`src/rtl/bht_ctrl.sv`:
```
// Branch history table: 2^IDX_W two-bit saturating counters, swept to weak-not-taken after reset.
// Optional macro BHT_BYPASS_EN forwards a same-cycle accepted update to a matching lookup.
module bht_ctrl #(
  parameter int IDX_W = 4
) (
  input  logic        clk,
  input  logic        rst,
  input  logic [31:0] pcF,
  input  logic        lookup_en,
  output logic        predict_taken,
  input  logic        upd_en,
  input  logic [31:0] upd_pc,
  input  logic        upd_taken,
  input  logic        upd_pred,
  output logic        mispredict,
  output logic        ready,
  output logic [15:0] branch_cnt,
  output logic [15:0] mispred_cnt,
  output logic        fsm_state
);

  localparam int DEPTH = 1 << IDX_W;

  typedef enum logic {S_INIT = 1'b0, S_RUN = 1'b1} state_t;

  state_t             state, state_nxt;
  logic [IDX_W-1:0]   init_ptr, init_ptr_nxt;
  logic [1:0]         table_q [DEPTH];
  logic [IDX_W-1:0]   lk_idx, up_idx;
  logic               accept;
  logic [1:0]         upd_old, upd_new, lk_cnt;
  logic               unused_pc_bits;

  assign lk_idx = pcF[IDX_W+1:2];
  assign up_idx = upd_pc[IDX_W+1:2];
  assign unused_pc_bits = ^{pcF[31:IDX_W+2], pcF[1:0], upd_pc[31:IDX_W+2], upd_pc[1:0]};

  always_ff @(posedge clk) begin
    if (rst) begin
      state    <= S_INIT;
      init_ptr <= '0;
    end else begin
      state    <= state_nxt;
      init_ptr <= init_ptr_nxt;
    end
  end

  always_comb begin
    state_nxt    = state;
    init_ptr_nxt = init_ptr;
    case (state)
      S_INIT: begin
        init_ptr_nxt = init_ptr + 1'b1;
        if (&init_ptr) state_nxt = S_RUN;
      end
      S_RUN:   state_nxt = S_RUN;
      default: state_nxt = S_INIT;
    endcase
  end

  assign ready      = (state == S_RUN);
  assign fsm_state  = state;
  assign accept     = upd_en & ready;
  assign mispredict = accept & (upd_pred ^ upd_taken);

  always_comb begin
    upd_old = table_q[up_idx];
    upd_new = upd_old;
    if (upd_taken) begin
      if (upd_old != 2'd3) upd_new = upd_old + 2'd1;
    end else begin
      if (upd_old != 2'd0) upd_new = upd_old - 2'd1;
    end
  end

  always_comb begin
    lk_cnt = table_q[lk_idx];
`ifdef BHT_BYPASS_EN
    if (accept && (up_idx == lk_idx)) lk_cnt = upd_new;
`endif
  end

  assign predict_taken = lookup_en & ready & lk_cnt[1];

  // Table has no reset of its own; the INIT sweep establishes its contents.
  always_ff @(posedge clk) begin
    if (!rst) begin
      if (state == S_INIT)
        table_q[init_ptr] <= 2'b01;
      else if (accept)
        table_q[up_idx] <= upd_new;
    end
  end

  always_ff @(posedge clk) begin
    if (rst) begin
      branch_cnt  <= '0;
      mispred_cnt <= '0;
    end else if (accept) begin
      if (branch_cnt != 16'hFFFF) branch_cnt <= branch_cnt + 16'd1;
      if (mispredict && (mispred_cnt != 16'hFFFF)) mispred_cnt <= mispred_cnt + 16'd1;
    end
  end

endmodule

```
`config.mk`:
```
export PLATFORM = sky130hd
export DESIGN_NAME = bht_ctrl
export DESIGN_NICKNAME = d
export VERILOG_FILES = /design/src/rtl/bht_ctrl.sv
export SDC_FILE = /design/constraint.sdc
export NUM_CORES = 1
export LEC_CHECK = 0
export CAP_MARGIN = 15
export CORE_MARGIN = 8
export CORE_UTILIZATION = 35
export DETAILED_ROUTE_END_ITERATION = 10
export REMOVE_ABC_BUFFERS = 1
export SLEW_MARGIN = 10
export SYNTH_ARGS = -nofsm -noshare
export SYNTH_HDL_FRONTEND = slang
export SYNTH_SLANG_ARGS = --single-unit
```
`constraint.sdc`:
```
create_clock -name clk -period 2.2 [get_ports clk]
set_input_delay 0.22 -clock clk [delete_from_list [all_inputs] [get_ports clk]]
set_output_delay 0.22 -clock clk [all_outputs]
set_load 0.005 [all_outputs]
```
==> impl_summary.md <==
Detailed routing
The final routed DRC violation total is 0. The highest metal layer with signal wires is met4. The routed design uses approximately 3800 microns of met2 wire. The first-iteration detailed-routing DRC count is about 130. Dividing the detail-routed via count by the number of cells gives 5.06. For this block, the routed nets add up to slightly above 8000 microns of wire. The detailed router put a total of around 3700 microns of wire on met1. The number of vias in the routed layout is between 2,000 and 3,000. The count of nets left with antenna violations once routing finished came out at 0. The amount of wire on met3 after detailed routing is 504 microns. The iteration count of the initial detailed-routing pass is 4. The final routed wire length divided by cell count is 15.4 microns.

Layout
The share of layout cells above drive strength 1 is 16.5%. Counting the fill cells in the layout gives 933. The post-route core utilization is 45.7%. The net count of the finished layout is 462. The antenna diode instance count is 0. The layout-stage area growth over the synthesis result is 28.7%. Summing all flip-flop and latch instances after layout gives 1700 sq um. Summing all multi-input logic gate instances after layout gives 1630 sq um.

Synth
The synthesized cell area is between 3000 and 4000 sq um. The register bit count reported by yosys is 69. The share of synthesized registers carrying an async set or reset is 0%. The number of synthesized flops with an enable pin is 32.

The synthesized area per cell is 10.9 sq um. Sequential elements use approximately half of the synthesized area. The most used standard cell by instance count after synthesis is sky130_fd_sc_hd__nor2_1. After synthesis, the netlist uses 47 different library cells. The gate count after technology mapping is 315. Sorting the synthesized cells by area gives the leading types as sky130_fd_sc_hd__edfxtp_1 (28%), sky130_fd_sc_hd__dfxtp_1 (22%), sky130_fd_sc_hd__nor2_1 (6.5%). During synthesis, Yosys emitted a total of 0 warnings. After synthesis, the largest area contributor takes up between 20 and 30% of total cell area. The commonest cells after synthesis are sky130_fd_sc_hd__nor2_1 (59), sky130_fd_sc_hd__dfxtp_1 (37), sky130_fd_sc_hd__edfxtp_1 (32). The dominant synthesized flop cell is sky130_fd_sc_hd__dfxtp_1.

The cell taking the most area after synthesis is sky130_fd_sc_hd__edfxtp_1.

GRT
Across every metal layer, demand over resource in global routing totals 12.3%. The via count of the first global-routing pass is 2,543. The number of antenna violations at the first check in global routing is 0.

The wire length of the first global-routing pass is 12,800 microns. The pin count of the biggest net entering global routing is 40. After global routing the overflow that remains totals 0.

Setup path
Counting both buffers and inverters, the worst setup path holds a total of 1. Walking the worst path, the cells encountered are mux4_2 -> mux4_2 -> and3_4 -> buf_6. The capturing element type of the critical path is a primary output. For flop-to-flop paths, the worst setup slack is 0.21 ns.

Tracing the worst setup path back leads to its startpoint at table_q[5][1]$_DFFE_PP_. The cell type with the highest occurrence count on the critical path is sky130_fd_sc_hd__mux4_2. The critical path crosses 4 cells after its start point. The required time reported for the critical path endpoint is 1.98 ns. The beginning of the worst register-to-register path is table_q[15][1]$_DFFE_PP_.

Data arrives at the worst endpoint at slightly above 2 ns. In this run the worst path has a maximum fanout of 2. The worst setup path is launched from a register.

The worst register-to-register path ends at table_q[6][0]$_DFFE_PP_. Among all stages on the critical path, the largest delay is contributed by sky130_fd_sc_hd__mux4_2. Grouping stages by cell kind, the critical path spends the most delay in multiplexers. The kind of critical path is reg -> out.

The most critical setup path has its endpoint at predict_taken. The logic depth of the worst register-to-register path is 7. The longest individual stage delay on the worst path is 0.49 ns.

Timing
Setup repair after global routing could not meet its margin everywhere. For this run, the top clock speed supported by timing is approximately 440 MHz. The worst setup skew after layout is roughly 0.0067 ns. The number of endpoints with negative hold slack in the final report is 0. In the post-route analysis, the smallest setup slack over all paths is -0.0495 ns.

The final number of max-transition violations is 0. At the pin with the least slew margin, the transition time is 0.430 ns. The minimum period implied by the final worst setup slack is 2.25 ns.

The relative slew slack is between 70% and 80%. Dividing the final minimum period by the clock period gives 102%. The worst hold margin is 0.514 ns.

The total of endpoints with negative setup slack in the final report is 1.

Place
The weighted congestion at the end of routability-driven global placement is between 0.8 and 0.9. In this run the tool buffered the top-level ports with 49 buffer cells. OpenSTA, run right after detailed placement, puts the worst setup slack at -0.534 ns. The HPWL reported at the end of detailed placement is 5990 microns.

Status
The run finished, with violations left. The final reports fail on negative setup slack.

Clock tree
After clock tree synthesis, the clock-pin slew on the worst setup and hold paths is around 0.07 ns. The CTS tree is done. The insertion delay to the later sink of the worst-skew pair is 0.34 ns. The H-tree was split into 3 levels. No sink is reached through more buffers than the 2 on the longest clock path. The number of buffers inserted for hold repair after clock tree synthesis is 0. Counting every sink on the clock net gives between 60 and 70.

The buffer cell driving the clock tree root is sky130_fd_sc_hd__clkbuf_8. TritonCTS created 9 clock buffers.

Die
The floorplan core area is approximately 9600 sq um. The initialized floorplan defines 36 standard-cell rows. In this run the vertical extent of the chip is about 110 microns.

The area of the die is 13,200 sq um. The width of the die is 115 microns. The I/O pin count is 106. The initial utilization of the core area, before any placement, comes to 35.5%.

Run
Max-cap violations in this run came to 0.

Pwr
In this run the static leakage power is 1.46 nW. VDD sags by at most approximately 0.44 mV. Dividing total power by cell area gives a power density of between 500 and 600 nW/um^2.

Hold path
The path class of the tightest hold or removal check is reg -> reg.
## worst min-delay path by stage
stage / to / from / cells after the start / slack (ns)
6_report: branch_cnt[9]$_SDFFE_PP0P_ / branch_cnt[9]$_SDFFE_PP0P_ / 2 / 0.51
5_1_grt: branch_cnt[9]$_SDFFE_PP0P_ / branch_cnt[9]$_SDFFE_PP0P_ / 2 / 0.54
4_1_cts: branch_cnt[9]$_SDFFE_PP0P_ / branch_cnt[9]$_SDFFE_PP0P_ / 2 / 0.51
3_5_place_dp: branch_cnt[9]$_SDFFE_PP0P_ / branch_cnt[9]$_SDFFE_PP0P_ / 2 / 0.50
3_3_place_gp: branch_cnt[9]$_SDFFE_PP0P_ / branch_cnt[9]$_SDFFE_PP0P_ / 2 / 0.50
2_1_floorplan: branch_cnt[9]$_SDFFE_PP0P_ / rst / 1 / 0.29
## per-stage QoR
step | total power, mW | instances | setup TNS [ns] | instance area (sq um)
floorplan | 1.44 | 303 | 0 | 3360
CTS | 2.55 | 527 | -0.0657 | 4410
global route | 2.61 | 527 | -0.102 | 4410
detailed placement | 1.53 | 510 | -7.57 | 4220
finish | 2.51 | 527 | -0.0495 | 4410
global placement | 1.53 | 510 | -6.27 | 4220
## timing repair
action,4_1_cts,5_1_grt
gates resized for setup,10,0
buffers inserted,1,0
setup endpoints to repair,1,1
hold endpoints to repair,0,0
pin swaps,1,0
## tightest hold or removal path, stage by stage (launching register included)
cell and delay (ns):
sky130_fd_sc_hd__dfxtp_1 0.35, sky130_fd_sc_hd__o41ai_1 0.07, sky130_fd_sc_hd__a21oi_1 0.05
## logic make-up after synthesis
family	Yosys count	share of synthesized area (%)
xor+xnor	27	6.90
buf+inv	19	2.70
mux	21	11.4
fa+ha+maj	3	1.10
simple gates	145	21.9
flops	69	49.7
compound gates	31	6.28
## final cells by class
cell class                 count  area share (%)
clock buffer                   9            2.81
sequential                    69            38.6
inverter                       7           0.596
multi-input combinational    227            36.9
tap                          133            3.78
timing repair buffer          75            15.8
clock inverter                 7            1.50
## placed cells by master, fill, tap and decap left out, types with 5 or more instances in the layout
cell / instances
sky130_fd_sc_hd__a211oi_1: 8
sky130_fd_sc_hd__mux4_2: 12
sky130_fd_sc_hd__edfxtp_1: 32
sky130_fd_sc_hd__xnor2_1: 23
sky130_fd_sc_hd__clkdlybuf4s50_1: 47
sky130_fd_sc_hd__inv_1: 7
sky130_fd_sc_hd__nand3_1: 13
sky130_fd_sc_hd__clkbuf_8: 9
sky130_fd_sc_hd__mux2i_1: 5
sky130_fd_sc_hd__a21oi_1: 8
sky130_fd_sc_hd__nand2_1: 18
sky130_fd_sc_hd__nor2b_1: 6
sky130_fd_sc_hd__a31oi_1: 6
sky130_fd_sc_hd__nand4_1: 13
sky130_fd_sc_hd__dfxtp_1: 37
sky130_fd_sc_hd__buf_4: 25
sky130_fd_sc_hd__nor2_1: 59
sky130_fd_sc_hd__nor3_1: 9
## routing by layer
layer	global-route usage (%)	vias to the layer above
met3	4.20	15
li1	-	1304
met1	15.4	1271
met4	4.20	0
met5	0	-
met2	19.5	75
## sequential cells by signal, summed over array words and instances (netlist names)
signal       cells
mispred_cnt     16
fsm_state        1
table_q         32
init_ptr         4
branch_cnt      16
## power breakdown
group / total (mW) / internal [mW] / switching [mW]
Sequential: 1.35 / 1.34 / 0.0101
Clock: 1.01 / 0.515 / 0.496
Combinational: 0.154 / 0.0777 / 0.0761
Total: 2.51 / 1.93 / 0.582
(Power assumes the default switching activity.)
